`config.mk`:
```
export PLATFORM = sky130hd
export DESIGN_NAME = cache_refill_engine_flat
export DESIGN_NICKNAME = d
export VERILOG_FILES = /design/src/rtl/cache_pkg.sv /design/src/rtl/cache_refill_engine_if.sv /design/src/rtl/cache_refill_engine.sv /design/src/flat_wrapper.sv
export SDC_FILE = /design/constraint.sdc
export NUM_CORES = 1
export LEC_CHECK = 0
export CAP_MARGIN = 20
export CORE_MARGIN = 1
export CORE_UTILIZATION = 38
export CTS_CLUSTER_DIAMETER = 80
export DETAILED_ROUTE_END_ITERATION = 16
export PLACE_DENSITY = 0.83
export SLEW_MARGIN = 20
export SYNTH_ARGS = -nofsm -noshare
export SYNTH_HDL_FRONTEND = slang
export SYNTH_SLANG_ARGS = --single-unit
export TNS_END_PERCENT = 30
```
`constraint.sdc`:
```
create_clock -name clk -period 1.9 [get_ports clk]
set_input_delay 0.57 -clock clk [delete_from_list [all_inputs] [get_ports clk]]
set_output_delay 0.57 -clock clk [all_outputs]
set_load 0.02 [all_outputs]
```
`src/rtl/cache_pkg.sv`:
```
// Shared cache definitions: refill FSM states, default geometry and block
// address helpers used by the controller, the ways and the refill engine.
package cache_pkg;

    localparam int CACHE_NUM_WAYS      = 4;
    localparam int CACHE_DATA_WIDTH    = 32;
    localparam int CACHE_BLOCK_SIZE    = 32;
    localparam int CACHE_ADDRESS_WIDTH = 32;

    typedef enum logic [2:0] {
        IDLE,
        WB_REQ,
        WB_RD,
        WB_DATA,
        RD_REQ,
        RD_DATA
    } refill_state_e;

    function automatic int words_per_block(input int block_size, input int data_width);
        return (block_size * 8) / data_width;
    endfunction

    function automatic int offset_bits(input int block_size);
        return $clog2(block_size);
    endfunction

    function automatic logic [CACHE_ADDRESS_WIDTH-1:0] block_align(
        input logic [CACHE_ADDRESS_WIDTH-1:0] addr,
        input int                             obits
    );
        logic [CACHE_ADDRESS_WIDTH-1:0] mask;
        mask = '1;
        mask = mask << obits;
        return addr & mask;
    endfunction

endpackage

```
`src/rtl/cache_refill_engine_if.sv`:
```
// Memory-side bus of the refill engine: command channel, writeback beats
// and fill beats. The engine is the master, backing memory the slave.
interface cache_refill_engine_if
    import cache_pkg::*;
#(
    parameter int ADDRESS_WIDTH = CACHE_ADDRESS_WIDTH,
    parameter int DATA_WIDTH    = CACHE_DATA_WIDTH
);
    logic                     mem_req_valid;
    logic                     mem_req_ready;
    logic                     mem_req_write;
    logic [ADDRESS_WIDTH-1:0] mem_req_addr;
    logic                     mem_wdata_valid;
    logic                     mem_wdata_ready;
    logic [DATA_WIDTH-1:0]    mem_wdata;
    logic                     mem_rdata_valid;
    logic [DATA_WIDTH-1:0]    mem_rdata;
    logic                     mem_rdata_last;

    modport master (
        output mem_req_valid, mem_req_write, mem_req_addr,
        output mem_wdata_valid, mem_wdata,
        input  mem_req_ready, mem_wdata_ready,
        input  mem_rdata_valid, mem_rdata, mem_rdata_last
    );

    modport slave (
        input  mem_req_valid, mem_req_write, mem_req_addr,
        input  mem_wdata_valid, mem_wdata,
        output mem_req_ready, mem_wdata_ready,
        output mem_rdata_valid, mem_rdata, mem_rdata_last
    );

endinterface

```
`src/rtl/cache_refill_engine.sv`:
```
// Miss handler: optional dirty-victim writeback, then a burst fill of the
// missing block streamed word by word into the victim way.
module cache_refill_engine
    import cache_pkg::*;
#(
    parameter  int NUM_WAYS      = CACHE_NUM_WAYS,
    parameter  int DATA_WIDTH    = CACHE_DATA_WIDTH,
    parameter  int BLOCK_SIZE    = CACHE_BLOCK_SIZE,
    parameter  int ADDRESS_WIDTH = CACHE_ADDRESS_WIDTH,
    localparam int WAY_W         = $clog2(NUM_WAYS),
    localparam int WORDS         = words_per_block(BLOCK_SIZE, DATA_WIDTH),
    localparam int WORD_W        = $clog2(WORDS),
    localparam int OFFSET_BITS   = offset_bits(BLOCK_SIZE)
)(
    input  logic                     clk,
    input  logic                     reset,
    input  logic                     miss_valid,
    output logic                     miss_ready,
    input  logic [ADDRESS_WIDTH-1:0] miss_addr,
    input  logic [WAY_W-1:0]         victim_way,
    input  logic                     victim_dirty,
    input  logic [ADDRESS_WIDTH-1:0] victim_addr,
    output logic                     wb_rd_en,
    output logic [WAY_W-1:0]         wb_rd_way,
    output logic [WORD_W-1:0]        wb_rd_word,
    input  logic [DATA_WIDTH-1:0]    wb_rd_data,
    output logic                     fill_we,
    output logic [WAY_W-1:0]         fill_way,
    output logic [WORD_W-1:0]        fill_word,
    output logic [DATA_WIDTH-1:0]    fill_data,
    output logic                     fill_done,
    output logic                     err,
    cache_refill_engine_if.master    mem
);

    localparam logic [WORD_W-1:0] LAST_WORD = WORD_W'(WORDS - 1);

    refill_state_e            state, next_state;
    logic [ADDRESS_WIDTH-1:0] miss_addr_q, victim_addr_q;
    logic [WAY_W-1:0]         way_q;
    logic [WORD_W-1:0]        count_q;
    logic [DATA_WIDTH-1:0]    wdata_q;
    logic                     rd_pending_q;
    logic                     fill_we_q, fill_done_q, err_q;
    logic [WAY_W-1:0]         fill_way_q;
    logic [WORD_W-1:0]        fill_word_q;
    logic [DATA_WIDTH-1:0]    fill_data_q;

    always_ff @(posedge clk) begin
        if (reset) state <= IDLE;
        else       state <= next_state;
    end

    // The way read data arrives in the first WB_DATA cycle, so it is forwarded
    // directly then and served from wdata_q while memory stalls the beat.
    always_comb begin
        next_state          = state;
        miss_ready          = 1'b0;
        mem.mem_req_valid   = 1'b0;
        mem.mem_req_write   = 1'b0;
        mem.mem_req_addr    = '0;
        mem.mem_wdata_valid = 1'b0;
        mem.mem_wdata       = '0;
        wb_rd_en            = 1'b0;
        wb_rd_way           = '0;
        wb_rd_word          = '0;
        case (state)
            IDLE: begin
                miss_ready = 1'b1;
                if (miss_valid) next_state = victim_dirty ? WB_REQ : RD_REQ;
            end
            WB_REQ: begin
                mem.mem_req_valid = 1'b1;
                mem.mem_req_write = 1'b1;
                mem.mem_req_addr  = ADDRESS_WIDTH'(block_align(
                                        CACHE_ADDRESS_WIDTH'(victim_addr_q), OFFSET_BITS));
                if (mem.mem_req_ready) next_state = WB_RD;
            end
            WB_RD: begin
                wb_rd_en   = 1'b1;
                wb_rd_way  = way_q;
                wb_rd_word = count_q;
                next_state = WB_DATA;
            end
            WB_DATA: begin
                mem.mem_wdata_valid = 1'b1;
                mem.mem_wdata       = rd_pending_q ? wb_rd_data : wdata_q;
                if (mem.mem_wdata_ready) next_state = (count_q == LAST_WORD) ? RD_REQ : WB_RD;
            end
            RD_REQ: begin
                mem.mem_req_valid = 1'b1;
                mem.mem_req_addr  = ADDRESS_WIDTH'(block_align(
                                        CACHE_ADDRESS_WIDTH'(miss_addr_q), OFFSET_BITS));
                if (mem.mem_req_ready) next_state = RD_DATA;
            end
            RD_DATA: begin
                if (fill_done_q || err_q) next_state = IDLE;
            end
            default: next_state = IDLE;
        endcase
    end

    // RD_DATA lingers one cycle after the closing beat so the done/err pulse
    // is visible before the engine accepts the next miss.
    always_ff @(posedge clk) begin
        if (reset) begin
            miss_addr_q   <= '0;
            victim_addr_q <= '0;
            way_q         <= '0;
            count_q       <= '0;
            wdata_q       <= '0;
            rd_pending_q  <= 1'b0;
            fill_we_q     <= 1'b0;
            fill_done_q   <= 1'b0;
            err_q         <= 1'b0;
            fill_way_q    <= '0;
            fill_word_q   <= '0;
            fill_data_q   <= '0;
        end else begin
            rd_pending_q <= 1'b0;
            fill_we_q    <= 1'b0;
            fill_done_q  <= 1'b0;
            err_q        <= 1'b0;
            case (state)
                IDLE: begin
                    if (miss_valid) begin
                        miss_addr_q   <= miss_addr;
                        victim_addr_q <= victim_addr;
                        way_q         <= victim_way;
                    end
                end
                WB_REQ: if (mem.mem_req_ready) count_q <= '0;
                WB_RD:  rd_pending_q <= 1'b1;
                WB_DATA: begin
                    if (rd_pending_q) wdata_q <= wb_rd_data;
                    if (mem.mem_wdata_ready && count_q != LAST_WORD) count_q <= count_q + 1'b1;
                end
                RD_REQ: if (mem.mem_req_ready) count_q <= '0;
                RD_DATA: begin
                    if (mem.mem_rdata_valid && !fill_done_q && !err_q) begin
                        fill_we_q   <= 1'b1;
                        fill_way_q  <= way_q;
                        fill_word_q <= count_q;
                        fill_data_q <= mem.mem_rdata;
                        if (count_q == LAST_WORD) begin
                            fill_done_q <= 1'b1;
                            err_q       <= !mem.mem_rdata_last;
                        end else begin
                            err_q   <= mem.mem_rdata_last;
                            count_q <= count_q + 1'b1;
                        end
                    end
                end
                default: ;
            endcase
        end
    end

    assign fill_we   = fill_we_q;
    assign fill_way  = fill_way_q;
    assign fill_word = fill_word_q;
    assign fill_data = fill_data_q;
    assign fill_done = fill_done_q;
    assign err       = err_q;

endmodule

```
`src/flat_wrapper.sv`:
```
// flat-port wrapper written by rule: the top's interface ports become plain ports
module cache_refill_engine_flat import cache_pkg::*;
#(
    parameter  int NUM_WAYS      = CACHE_NUM_WAYS,
    parameter  int DATA_WIDTH    = CACHE_DATA_WIDTH,
    parameter  int BLOCK_SIZE    = CACHE_BLOCK_SIZE,
    parameter  int ADDRESS_WIDTH = CACHE_ADDRESS_WIDTH,
    localparam int WAY_W         = $clog2(NUM_WAYS),
    localparam int WORDS         = words_per_block(BLOCK_SIZE, DATA_WIDTH),
    localparam int WORD_W        = $clog2(WORDS),
    localparam int OFFSET_BITS   = offset_bits(BLOCK_SIZE)
)
  (clk, reset, miss_valid, miss_ready, miss_addr, victim_way, victim_dirty, victim_addr, wb_rd_en, wb_rd_way, wb_rd_word, wb_rd_data, fill_we, fill_way, fill_word, fill_data, fill_done, err, mem_mem_req_valid, mem_mem_req_write, mem_mem_req_addr, mem_mem_wdata_valid, mem_mem_wdata, mem_mem_req_ready, mem_mem_wdata_ready, mem_mem_rdata_valid, mem_mem_rdata, mem_mem_rdata_last);
  cache_refill_engine_if #(.ADDRESS_WIDTH(ADDRESS_WIDTH), .DATA_WIDTH(DATA_WIDTH)) mem_i ();
  input  logic clk;
  input  logic reset;
  input  logic miss_valid;
  output logic miss_ready;
  input  logic [ADDRESS_WIDTH-1:0] miss_addr;
  input  logic [WAY_W-1:0] victim_way;
  input  logic victim_dirty;
  input  logic [ADDRESS_WIDTH-1:0] victim_addr;
  output logic wb_rd_en;
  output logic [WAY_W-1:0] wb_rd_way;
  output logic [WORD_W-1:0] wb_rd_word;
  input  logic [DATA_WIDTH-1:0] wb_rd_data;
  output logic fill_we;
  output logic [WAY_W-1:0] fill_way;
  output logic [WORD_W-1:0] fill_word;
  output logic [DATA_WIDTH-1:0] fill_data;
  output logic fill_done;
  output logic err;
  output wire logic [$bits(mem_i.mem_req_valid)-1:0] mem_mem_req_valid;
  output wire logic [$bits(mem_i.mem_req_write)-1:0] mem_mem_req_write;
  output wire logic [$bits(mem_i.mem_req_addr)-1:0] mem_mem_req_addr;
  output wire logic [$bits(mem_i.mem_wdata_valid)-1:0] mem_mem_wdata_valid;
  output wire logic [$bits(mem_i.mem_wdata)-1:0] mem_mem_wdata;
  input wire logic [$bits(mem_i.mem_req_ready)-1:0] mem_mem_req_ready;
  input wire logic [$bits(mem_i.mem_wdata_ready)-1:0] mem_mem_wdata_ready;
  input wire logic [$bits(mem_i.mem_rdata_valid)-1:0] mem_mem_rdata_valid;
  input wire logic [$bits(mem_i.mem_rdata)-1:0] mem_mem_rdata;
  input wire logic [$bits(mem_i.mem_rdata_last)-1:0] mem_mem_rdata_last;
  assign mem_mem_req_valid = mem_i.mem_req_valid;
  assign mem_mem_req_write = mem_i.mem_req_write;
  assign mem_mem_req_addr = mem_i.mem_req_addr;
  assign mem_mem_wdata_valid = mem_i.mem_wdata_valid;
  assign mem_mem_wdata = mem_i.mem_wdata;
  assign mem_i.mem_req_ready = mem_mem_req_ready;
  assign mem_i.mem_wdata_ready = mem_mem_wdata_ready;
  assign mem_i.mem_rdata_valid = mem_mem_rdata_valid;
  assign mem_i.mem_rdata = mem_mem_rdata;
  assign mem_i.mem_rdata_last = mem_mem_rdata_last;
  cache_refill_engine #(.NUM_WAYS(NUM_WAYS), .DATA_WIDTH(DATA_WIDTH), .BLOCK_SIZE(BLOCK_SIZE), .ADDRESS_WIDTH(ADDRESS_WIDTH)) u_core (.clk(clk), .reset(reset), .miss_valid(miss_valid), .miss_ready(miss_ready), .miss_addr(miss_addr), .victim_way(victim_way), .victim_dirty(victim_dirty), .victim_addr(victim_addr), .wb_rd_en(wb_rd_en), .wb_rd_way(wb_rd_way), .wb_rd_word(wb_rd_word), .wb_rd_data(wb_rd_data), .fill_we(fill_we), .fill_way(fill_way), .fill_word(fill_word), .fill_data(fill_data), .fill_done(fill_done), .err(err), .mem(mem_i));
endmodule
```
=== Word level (Yosys, flattened, before mapping) ===
Cells that the tools add are included.

* Register bits after elaboration: 145
* Word-level logic and storage cells: 74
* Output and inout bits: 114

* Bitwise logic cells: 2
* Equality and inequality tests: 16
* Reductions and logical operators: 16
* Add/sub/neg operators: 1
* Mux-type cells: 26

{| class="wikitable"
|+ Operator list
! kind !! number
|-
| 32-bit 2-to-1 mux || 2
|-
| 32-bit one-hot mux with 2 select lines || 1
|-
| 3-bit 2-to-1 mux || 12
|-
| 3-bit one-hot mux with 6 select lines || 1
|-
| 2-bit inequality test, second input constant || 5
|-
| 5-bit AND reduction || 2
|-
| 3-bit == test, second input constant || 3
|-
| 3-bit one-hot mux with 3 select lines || 1
|-
| 1-bit 2-to-1 mux || 8
|-
| 2-bit by 1-bit inequality test with 1-bit output, second input constant || 4
|-
| 3-bit by 2-bit == test with 1-bit output, second input constant || 2
|-
| 2-bit AND reduction || 2
|-
| 2-bit OR reduction || 2
|-
| 3-bit by 1-bit adder with 3-bit output, second input constant || 1
|-
| 3-bit by 1-bit == test with 1-bit output, second input constant || 1
|-
| 1-bit logical AND || 3
|-
| 1-bit zero test || 3
|-
| 3-bit zero test || 1
|-
| 3-bit inequality test, second input constant || 1
|-
| 3-bit nonzero test || 1
|-
| 3-bit OR reduction || 1
|-
| 2-bit 2-to-1 mux || 1
|-
| 1-bit inverter || 2
|-
| 1-bit logical OR || 1
|}

=== Logic depth before layout (Yosys ltp) ===
* Depth in word-level cells: 5
* Depth in mapped cells: 8
* Gate-level depth less buffers: 6

=== Worst setup path before layout ===
OpenSTA, ideal clock, no wires.

* Path kind: reg2out
* Start: register u_core.state[1]
* End: output wb_rd_way[0]
* Required time: 1330 ps
* Cell stages (with the launch flop): 5
* Arrival time: 1655 ps
* Slack: -325 ps
* Path buffers: 1
* Cell sequence: dfxtp_1 buf_4 inv_1 nor3_1 and2_1

* Word-level cells in the longest chain between the ends: 2

{| class="wikitable"
|+ RTL lines
! element !! line !! RTL
|-
| start: declaration || cache_refill_engine.sv:38 || <nowiki>refill_state_e state, next_state;</nowiki>
|-
| start signal: assignment || cache_refill_engine.sv:51 || <nowiki>else state <= next_state;</nowiki>
|-
| 3-bit by 2-bit == test with 1-bit output || cache_refill_engine.sv:67 || <nowiki>case (state)</nowiki>
|-
| 2-bit 2-to-1 mux || cache_refill_engine.sv:67 ||
|-
| end: declaration || flat_wrapper.sv:24 || <nowiki>output logic [WAY_W-1:0] wb_rd_way;</nowiki>
|}

No other way between the ends.

=== Final worst setup path ===
* Start: register u_core.state[1]
* End: output mem_mem_req_addr[20]

* Word-level cells in the longest chain between the ends: 2
* Elaborated cells on any way between the ends: 3
* Classes of those cells: eq/ne: 2; mux: 1

{| class="wikitable"
|+ RTL lines
! element !! line !! RTL
|-
| 3-bit == test or 3-bit by 1-bit == test with 1-bit output (tied branches) || cache_refill_engine.sv:67 ||
|-
| 32-bit one-hot mux with 2 select lines * || cache_refill_engine.sv:67 ||
|-
| end: declaration || flat_wrapper.sv:35 || <nowiki>output wire logic [$bits(mem_i.mem_req_addr)-1:0] mem_mem_req_addr;</nowiki>
|}

Mark *: on every way between the ends. The rest lies on a longest branch, timed or not.

==> flow_summary.html <==
<table>
<tr><th>Metric</th><th>Value</th></tr>
<tr><th colspan="2">Outcome</th></tr>
<tr><td>Outcome</td><td>finished with violations</td></tr>
<tr><td>Violations in the final reports</td><td>setup timing</td></tr>
<tr><th colspan="2">Final layout</th></tr>
<tr><td>Synth-to-layout area growth</td><td>67.7%</td></tr>
<tr><td>Number of antenna cells inserted</td><td>0</td></tr>
<tr><td>Leading cell types in the layout, fill and taps excluded</td><td>nand2_1, dfxtp_1, a21oi_1</td></tr>
<tr><td>Commonest non-fill, non-tap cell in the layout</td><td>nand2_1</td></tr>
<tr><td>Filler Cells Inserted</td><td>1,180</td></tr>
<tr><td># nets final</td><td>1,134</td></tr>
<tr><td>Fraction of final layout cells with drive strength greater than 1</td><td>a little over a fifth</td></tr>
<tr><th colspan="2">Critical path</th></tr>
<tr><td>Start point of the critical path</td><td>u_core.state[1]</td></tr>
<tr><td>Worst EP arrival</td><td>1.73 ns</td></tr>
<tr><td>Critical path class</td><td>reg -&gt; out</td></tr>
<tr><td>Reg2reg end</td><td>u_core.count_q[0]</td></tr>
<tr><td>Flop-to-flop setup slack</td><td>about 0.02 ns</td></tr>
<tr><td>Startpoint type of the worst setup path</td><td>flop</td></tr>
<tr><td>R2R Path Start</td><td>u_core.count_q[0]</td></tr>
<tr><td>Data required time at the worst endpoint</td><td>1.33 ns</td></tr>
<tr><td>Element type at the critical path end</td><td>output pin</td></tr>
<tr><td>Critical path fanouts, max</td><td>7</td></tr>
<tr><td>R2R depth</td><td>6</td></tr>
<tr><th colspan="2">Clocking</th></tr>
<tr><td>Clock transition time at the flip-flop clock pins of the worst setup and hold paths</td><td>0.06 ns</td></tr>
<tr><td>CTS buffer count</td><td>17</td></tr>
<tr><td>H-tree lvl count</td><td>4</td></tr>
<tr><td>Worst-skew pair later-pin latency</td><td>between 0.4 and 0.5 ns</td></tr>
<tr><td>Clock Path Buffers</td><td>2</td></tr>
<tr><td># clock sinks</td><td>135</td></tr>
<tr><td>CTS root buf</td><td>clkbuf_16</td></tr>
<tr><td>CTS tree</td><td>yes</td></tr>
<tr><th colspan="2">STA</th></tr>
<tr><td>Post-route worst setup slack</td><td>-0.400 ns</td></tr>
<tr><td>Fmax</td><td>about 0.43 GHz</td></tr>
<tr><td>Final hold violation count</td><td>0</td></tr>
<tr><td>Final critical-path required period</td><td>2.30 ns</td></tr>
<tr><td>Final setup violating endpoints</td><td>between 60 and 70</td></tr>
<tr><td>Crit share post-route</td><td>121%</td></tr>
<tr><td>Fin. max-slew vios</td><td>0</td></tr>
<tr><td>Setup Skew</td><td>0.00683 ns</td></tr>
<tr><td>Summed negative setup slack over all endpoints</td><td>-19.44 ns</td></tr>
<tr><td>Setup repair after global routing missed its margin</td><td>yes</td></tr>
<tr><th colspan="2">Placement</th></tr>
<tr><td>Worst slack, placed</td><td>-0.564 ns</td></tr>
<tr><td>Post-detailed-placement half-perimeter wirelength</td><td>11,300 um</td></tr>
<tr><td>Input/output buffers</td><td>roughly 240</td></tr>
<tr><td>Routability-driven placement congestion ratio</td><td>0.785</td></tr>
<tr><th colspan="2">Floorplanning</th></tr>
<tr><td>Die outline area</td><td>15,400 um2</td></tr>
<tr><td>I/O pin cnt</td><td>252</td></tr>
<tr><td>Num rows</td><td>44</td></tr>
<tr><td>Initial core utilization</td><td>between 30 and 40%</td></tr>
<tr><td>Die W</td><td>124 um</td></tr>
<tr><td>Height of the die</td><td>124 um</td></tr>
<tr><td>Placeable core region</td><td>around 15,000 um2</td></tr>
<tr><th colspan="2">Worst hold path</th></tr>
<tr><td>Critical hold path startpoint</td><td>u_core.fill_data[10]</td></tr>
<tr><td>Tightest Hold Check Type</td><td>reg -&gt; reg</td></tr>
<tr><td>Instance count along the most critical hold path</td><td>2</td></tr>
<tr><td>Hold-critical path endpoint</td><td>u_core.fill_data[10]</td></tr>
<tr><th colspan="2">Power and ir drop</th></tr>
<tr><td>Proportion of total power due to net switching</td><td>between 30% and 40%</td></tr>
<tr><td>Leakage</td><td>3.81 nW</td></tr>
<tr><td>Total Power Consumption</td><td>0.0105 W</td></tr>
<tr><td>Combinational cell fraction of total power</td><td>around 38%</td></tr>
<tr><td>Internal portion of total power</td><td>0.00707 W</td></tr>
<tr><td>Pwr dens</td><td>1100 nW/um2</td></tr>
<tr><td>Power spent charging and discharging nets</td><td>0.00344 W</td></tr>
<tr><td>Part of the power in registers</td><td>between 30% and 40%</td></tr>
<tr><td>Peak ir drop on the vdd network</td><td>0.897 mV</td></tr>
<tr><td>Power share of the clock group</td><td>29.9%</td></tr>
<tr><th colspan="2">Synth</th></tr>
<tr><td>Average instance area after synthesis</td><td>7.76 um2</td></tr>
<tr><td>Synth area leader</td><td>dfxtp_1</td></tr>
<tr><td>Main area contributors after synthesis</td><td>dfxtp_1, nand2_1, a21oi_1, mux2i_1, a22o_1</td></tr>
<tr><td>Combined area of all synthesized cells</td><td>5680 um2</td></tr>
<tr><td>Total of warnings raised by yosys</td><td>0</td></tr>
<tr><td>Unique cell type count in the Yosys netlist</td><td>38</td></tr>
<tr><td>Post-synthesis instance total</td><td>732</td></tr>
<tr><td>Post-synthesis sequential area ratio</td><td>47.6%</td></tr>
<tr><td>Post-synth EDFFs</td><td>0</td></tr>
<tr><td>Synthesis-stage register bit count</td><td>135</td></tr>
<tr><td>Prevailing post-synth register cell</td><td>dfxtp_1</td></tr>
<tr><td>Proportion of register bits with asynchronous set or reset after synthesis</td><td>0%</td></tr>
<tr><td>Synth top area share</td><td>between 40% and 50%</td></tr>
<tr><th colspan="2">Drt</th></tr>
<tr><td>Routed via count</td><td>5,851</td></tr>
<tr><td>Detailed-route vias per instance</td><td>around 4.9</td></tr>
<tr><td>Detailed Route WL</td><td>17,900 um</td></tr>
<tr><td>DRC violations left</td><td>0</td></tr>
<tr><td>First-pass iteration count of the detailed router</td><td>4</td></tr>
<tr><td>Post-detailed-route wirelength per cell</td><td>15.0 um</td></tr>
<tr><td>Drt first-iter violations</td><td>251</td></tr>
<tr><td>Detail Route Antenna Nets</td><td>0</td></tr>
<tr><th colspan="2">GRT</th></tr>
<tr><td>Wire length of the first global-routing pass</td><td>28,700 um</td></tr>
<tr><td>Vias in the first global route</td><td>between 5,000 and 6,000</td></tr>
<tr><td>Tot GR Track Use</td><td>around 23%</td></tr>
<tr><td>Total congestion overflow after global routing</td><td>0</td></tr>
<tr><td>Number of antenna violations at the first check in global routing</td><td>0</td></tr>
<tr><td>Maximum number of pins on one net before global-route repair</td><td>72</td></tr>
<tr><th colspan="2">Run</th></tr>
<tr><td>Number of maximum-capacitance violations</td><td>0</td></tr>
</table>
-- worst max path at each step --
stage,depth (start not counted),endpoint,slack [ns]
after floorplan,4,mem_mem_wdata[11],-0.09
after global placement,4,mem_mem_wdata[20],-0.55
after detailed placement,4,mem_mem_wdata[20],-0.56
after CTS,6,mem_mem_req_addr[25],-0.41
after global routing,6,mem_mem_req_addr[20],-0.49
final,6,mem_mem_req_addr[20],-0.40
-- cell families (layout without fill, tap and decap cells) --
| family | count (synthesis) | after routing | share of synthesized area (%) |
|---|---|---|---|
| AND/OR/NAND/NOR | 323 | 323 | 23.0 |
| XOR/XNOR | 2 | 2 | 0.308 |
| adder cells (fa/ha/maj) | 2 | 2 | 0.441 |
| AO/OA/AOI/OAI | 167 | 167 | 17.1 |
| buffers and inverters | 67 | 338 | 5.35 |
| multiplexers | 35 | 35 | 6.17 |
| flip-flops | 135 | 135 | 47.6 |
| other | 1 | 5 | 0.0660 |
-- routing by layer --
layer	track usage (%)	vias to the layer above	share of wire (%)
met5	0	-	0
met4	8.01	0	1.9
met3	8.25	28	7.1
met2	39.7	191	50
met1	26.4	2686	41
li1	-	2946	-
-- through the flow --
stage	hold WS (ns)	cell area (um2)	util (%)	std cells
global placement	0.439	8690	59.8	1141
detailed placement	0.446	8690	59.8	1141
finish	0.451	9520	65.5	1191
CTS	0.451	9420	64.8	1186
global route	0.467	9520	65.5	1191
floorplan	0.436	5920	-	736
-- cells in the mapped netlist (all sizes together) (2+ instances only) --
master / count
a22o: 27
ha: 2
a21oi: 128
inv: 5
clkbuf: 33
a311oi: 2
dfxtp: 135
nor3: 8
and2: 9
nand2: 256
nand4: 2
o21ai: 3
nand2b: 2
nand3: 3
buf: 29
nor2: 37
mux2i: 35
-- cell type report --
type | count | area [um2] | share of cell area [%]
sequential | 135 | 2710 | 28.5
clock buffer | 21 | 470 | 4.94
inverter | 5 | 21.3 | 0.223
timing repair buffer | 301 | 3070 | 32.2
multi-input combinational | 534 | 2930 | 30.7
clock inverter | 11 | 97.6 | 1.02
tap | 184 | 230 | 2.42
-- what timing repair did --
| item | CTS | global route |
|---|---|---|
| hold buffers | 0 | 0 |
| endpoints found under the hold margin | 0 | 0 |
| pin swaps | 8 | 15 |
| endpoints found under the setup margin | 128 | 70 |
| cloned | 3 | 3 |
| buffers inserted | 11 | 3 |
| resized for setup | 449 | 9 |
-- state kept, by name (all words and copies together) (netlist names), 2 cells and up --
signal	flops
u_core.count_q	3
u_core.fill_data	32
u_core.fill_way	2
u_core.fill_word	3
u_core.miss_addr_q	27
u_core.state	3
u_core.victim_addr_q	27
u_core.way_q	2
u_core.wdata_q	32
-- power groups by stage --
| stage | Combinational (W) | Sequential (W) | Clock (W) |
|---|---|---|---|
| 6_report | 0.00399 | 0.00338 | 0.00315 |
| 5_1_grt | 0.00429 | 0.00342 | 0.00336 |
| 4_1_cts | 0.00382 | 0.00337 | 0.00322 |
| 3_5_place_dp | 0.00325 | 0.00342 | 0 |
| 3_3_place_gp | 0.00320 | 0.00340 | 0 |
| 2_1_floorplan | 0.00187 | 0.00342 | 0 |
-- critical path: stages (launching register included) --
cell and delay (ns):
dfxtp_4 0.36, buf_6 0.13, nor3b_4 0.24, buf_6 0.16, buf_12 0.13, a22o_1 0.17
buf_6 0.12
(Power assumes the default switching activity.)
==> edit 1, RTL diff (config.mk and constraints unchanged) <==
Make the reset (`reset`) asynchronous in 2 clocked blocks.
--- a/src/rtl/cache_refill_engine.sv
+++ b/src/rtl/cache_refill_engine.sv
@@ -48,3 +48,3 @@
 
-    always_ff @(posedge clk) begin
+    always_ff @(posedge clk or posedge reset) begin
         if (reset) state <= IDLE;
@@ -104,3 +104,3 @@
     // is visible before the engine accepts the next miss.
-    always_ff @(posedge clk) begin
+    always_ff @(posedge clk or posedge reset) begin
         if (reset) begin
Check against the original RTL: differs if reset is asserted again (counterexample within 4 cycles, from zero or initial values and one cycle with reset high); with reset held inactive, the same outputs for 10 cycles.
==> edit 1 against the original RTL <==
Setup slack got worse by 0.077 ns; sequential cell count unchanged; the run still ends with negative setup slack left; count of clock-buffer cells in the layout shrank 1; via count fell by 20%; synthesized area up 13%; worst hold slack improved by 0.035 ns; final area up 8.5%; wire length shrank 0.54%.
Power is not compared: it rests on default switching activity, and its combinational part moved more than twofold at a synthesized area within 25%.
==> edit 1: results (changes against the original RTL) <==
[logic_synthesis]
synthTopCellsByCount=dfrtp_1 (135), mux2_4 (70), mux2_2 (50)
async_flop_share_pct=100  ; +100 points

[critical_path]
r2r_start=u_core.state[0]
arrival_ns=1.81  ; +0.08 ns
crit_path_top_delay_cell=dfrtp_1
r2r_slack_ns=-0.12  ; -0.14 ns
r2r_end=u_core.wdata_q[1]
cpPeakStageDelay_ns=0.41  ; +0.05 ns

[status]
status=complete, but fails checks
violations=negative setup slack

[placement]
place_congestion=0.841  ; +7.2%
dpl_cell_area_um2=9260  ; +6.5%

[min_path]
min_from=u_core.fill_data[20]
hold_end=u_core.fill_data[20]
hold-path-cell-count=1  ; -1

[drt]
drt-initial-drc-count=129  ; -49%
vias=4698  ; -20%

[die]
core_area_um2=16600  ; +14%

[timing]
finClkSkew_ns=0.00676  ; -0.0000698 ns
fin_ws_ns=-0.477  ; -0.0765 ns
setup_violations=102  ; +48%

[global_route]
grt_pass1_wl_um=26500  ; -7.6%
grt_pass1_vias=5109  ; -11%

[final_layout]
multi_input_gates=268  ; -50%
clkCellAreaFrac_pct=5.77  ; -0.19 points
diodes=1  ; +1
multi_input_area_share_pct=28.5  ; -2.2 points
seq_cells=135  ; unchanged

[edit 1: power by group through the flow]
| stage | Clock (W) | Combinational (W) | Sequential [W] |
|---|---|---|---|
| floorplan | 0 | 0.00456 | 0.00512 |
| global placement | 0 | 0.00770 | 0.00491 |
| detailed placement | 0 | 0.00790 | 0.00502 |
| CTS | 0.00340 | 0.00760 | 0.00499 |
| global route | 0.00353 | 0.00957 | 0.00516 |
| finish | 0.00333 | 0.00907 | 0.00501 |
[edit 1: how the worst max path moves through the flow]
stage | end | cells after the start | slack [ns]
finish | mem_mem_req_addr[28] | 6 | -0.48
global route | mem_mem_wdata[9] | 7 | -0.55
CTS | mem_mem_req_addr[6] | 5 | -0.48
detailed placement | mem_mem_wdata[29] | 4 | -0.55
global placement | mem_mem_wdata[1] | 4 | -0.55
floorplan | u_core.count_q[0] | 1 | -0.35
[edit 1: what timing repair did]
| item | 4_1_cts | 5_1_grt |
|---|---|---|
| buffers inserted | 4 | 6 |
| setup endpoints to repair | 144 | 137 |
| pin swaps | 0 | 35 |
| gates resized for setup | 375 | 129 |
| cloned | 0 | 8 |
[edit 1: cells by family (layout without fill, tap and decap cells)]
group | after synthesis | in the layout | share of synthesized area [%]
compound gates | 37 | 37 | 4.61
xor+xnor | 2 | 2 | 0.272
fa+ha+maj | 3 | 3 | 0.583
buf+inv | 41 | 332 | 5.31
flops | 135 | 135 | 52.5
mux | 161 | 161 | 31.6
other cells | 1 | 6 | 0.0583
simple gates | 60 | 60 | 5.11
[edit 1: metal layers]
layer  global-route usage (%)  share of wire [%]  up-vias
met5                        0              0.051        -
met4                     8.07                2.2        2
met3                     6.88                7.0       32
met2                     34.4                 52      184
met1                     21.4                 39     2357
li1                         -                  -     2123
==> edit 2, RTL diff (same flow settings) <==
Made on the original files. `CACHE_BLOCK_SIZE`: 32 -> 16.
--- a/src/rtl/cache_pkg.sv
+++ b/src/rtl/cache_pkg.sv
@@ -6,3 +6,3 @@
     localparam int CACHE_DATA_WIDTH    = 32;
-    localparam int CACHE_BLOCK_SIZE    = 32;
+    localparam int CACHE_BLOCK_SIZE    = 16;
     localparam int CACHE_ADDRESS_WIDTH = 32;
Ports: changed (resized fill_word and wb_rd_word); port bits go from 252 to 250. No check against the original RTL was run, so the function may have changed too.
==> edit 2 against the original RTL <==
The flow still finishes with violations (negative setup slack); final area fell by 3.6%; clock skew fell by 0.0014 ns; synthesized area fell by 0.33%; total power fell by 7.7%; non-clock buffer count fell by 13; sequential cell count did not move; setup slack improved by 0.084 ns; final cell count fell by 1.1%; wire length fell by 6.1%; via count fell by 0.29%; synthesized cell count rose by 0.41%; largest power group is now clock.
==> edit 2: results (changes against the original RTL) <==
[drt]
vias=5834  ; -0.29%
drt_first_pass_iters=6  ; +2
routed_wl_um=16800  ; -6.1%
drt-initial-drc-count=289  ; +15%

[placement]
place_ws_ns=-0.579  ; -0.0146 ns
place_congestion=0.813  ; +3.6%
portBuffers=237  ; +0.42%
hpwl_um=11600  ; +2.6%

[timing]
setup_tns_ns=-14.04  ; +5.40 ns
fin_ws_ns=-0.316  ; +0.0841 ns
setup_violations=69  ; unchanged
finClkSkew_ns=0.00546  ; -0.00138 ns

[final_layout]
nNetsFinal=1120  ; -1.2%
diodes=0  ; unchanged
layout-drive-gt1-share_pct=17.6  ; -3.2 points

[logic_synthesis]
synth-seq-area-share_pct=47.7  ; +0.16 points
synth_cell_types=40  ; +5.3%
async_flop_share_pct=0  ; unchanged
synthTopCellsByArea=dfxtp_1 (48%), nand2_1 (17%), a21oi_1 (12%), mux2i_1 (5.8%), a22o_1 (4.3%)
synthTopCellsByCount=nand2_1 (254), dfxtp_1 (135), a21oi_1 (132)

[global_route]
top_usage_layer=met2
grt_pass1_vias=5364  ; -6.1%
met3_usage_pct=8.42  ; +0.18 points
grt_max_degree=45  ; -38%
grt_usage_pct=21.7  ; -1.4 points
gr-usage-met1_pct=24.5  ; -1.9 points
grt_pass1_wl_um=25900  ; -9.8%
use_met2_pct=36.8  ; -2.9 points

[status]
violations=negative setup slack
status=complete, but fails checks

[pwr]
ir_worst_vdd_mv=0.693  ; -23%
p_leak_nw=3.61  ; -5.3%

[critical_path]
arrival_ns=1.65  ; -0.08 ns
cp_max_fo=7  ; unchanged

[clock_network]
root_buffer=clkbuf_16

[edit 2: cell count changes in the layout (fill, tap and decap cells not counted), sizes merged, moves of 3 or more]
| cell | before | now |
|---|---|---|
| clkbuf | 24 | 21 |
| clkinvlp | 4 | 1 |
| bufinv | 1 | 4 |
| buf | 132 | 121 |
| a21oi | 128 | 132 |
| inv | 7 | 3 |
[edit 2: metrics by stage]
stage	hold WS (ns)	total power, W	cells	instance area, µm²	util, %
after floorplan	0.436	0.00476	738	5700	-
after global placement	0.441	0.00593	1139	8490	58.4
final	0.449	0.00970	1178	9180	63.2
after CTS	0.451	0.00973	1176	9120	62.8
after global routing	0.466	0.0102	1178	9180	63.2
after detailed placement	0.446	0.00596	1139	8490	58.4
[edit 2: timing repair]
action,4_1_cts,5_1_grt
cloned,2,0
gates resized for setup,414,16
endpoints found under the setup margin,108,73
buffers inserted,3,2
pin swaps,9,15
hold endpoints to repair,0,0
[edit 2: kinds of logic (layout without fill, tap and decap cells)]
kind of cell / count (synthesis) / after routing / synth area share, %
and+or+nand+nor: 320 / 320 / 22.5
AOI/OAI and AO/OA: 176 / 176 / 18.1
DFF: 135 / 135 / 47.7
buffers and inverters: 67 / 323 / 5.24
muxes: 33 / 33 / 5.84
xor gates and xnor gates: 2 / 2 / 0.310
adders and majority gates: 1 / 1 / 0.221
other: 1 / 4 / 0.0662
[edit 2: critical path, cell delays in order, from the launching register on]
cell	delay (ns)
dfxtp_4	0.36
nor3_4	0.22
buf_12	0.15
buf_16	0.12
buf_12	0.10
a22o_1	0.15
buf_6	0.12
[edit 2: per-layer routing]
| metal | vias up | share of wire (%) |
|---|---|---|
| met3 | 23 | 9.5 |
| met4 | 0 | 1.7 |
| met1 | 2688 | 40 |
| met5 | - | 0 |
| met2 | 193 | 48 |
| li1 | 2930 | - |
[edit 2: area by class of cell]
cell class	instances	area, µm²
Multi-Input combinational cell	536	2740
Sequential cell	135	2720
Timing Repair Buffer	288	2850
Fill cell	1233	5350
Clock buffer	21	460
Inverter	3	13.8
Tap cell	184	230
Clock inverter	11	173
[edit 2: worst paths after layout]
path                   startpoint              endpoint  slack [ns]  depth (start not counted)
min reg2reg  u_core.fill_data[20]  u_core.fill_data[20]        0.45                          2
min          u_core.fill_data[20]  u_core.fill_data[20]        0.45                          2
max               u_core.state[0]  mem_mem_req_addr[24]       -0.32                          6
max reg2reg     u_core.count_q[0]     u_core.count_q[0]        0.18                          5
[edit 2: power breakdown]
part / total, W / leakage [nW] / switching [W] / internal, W
combinational: 0.00288 / 2.20 / 0.00147 / 0.00140
sequential: 0.00331 / 1.10 / 0.000176 / 0.00313
clock: 0.00351 / 0.307 / 0.00124 / 0.00227
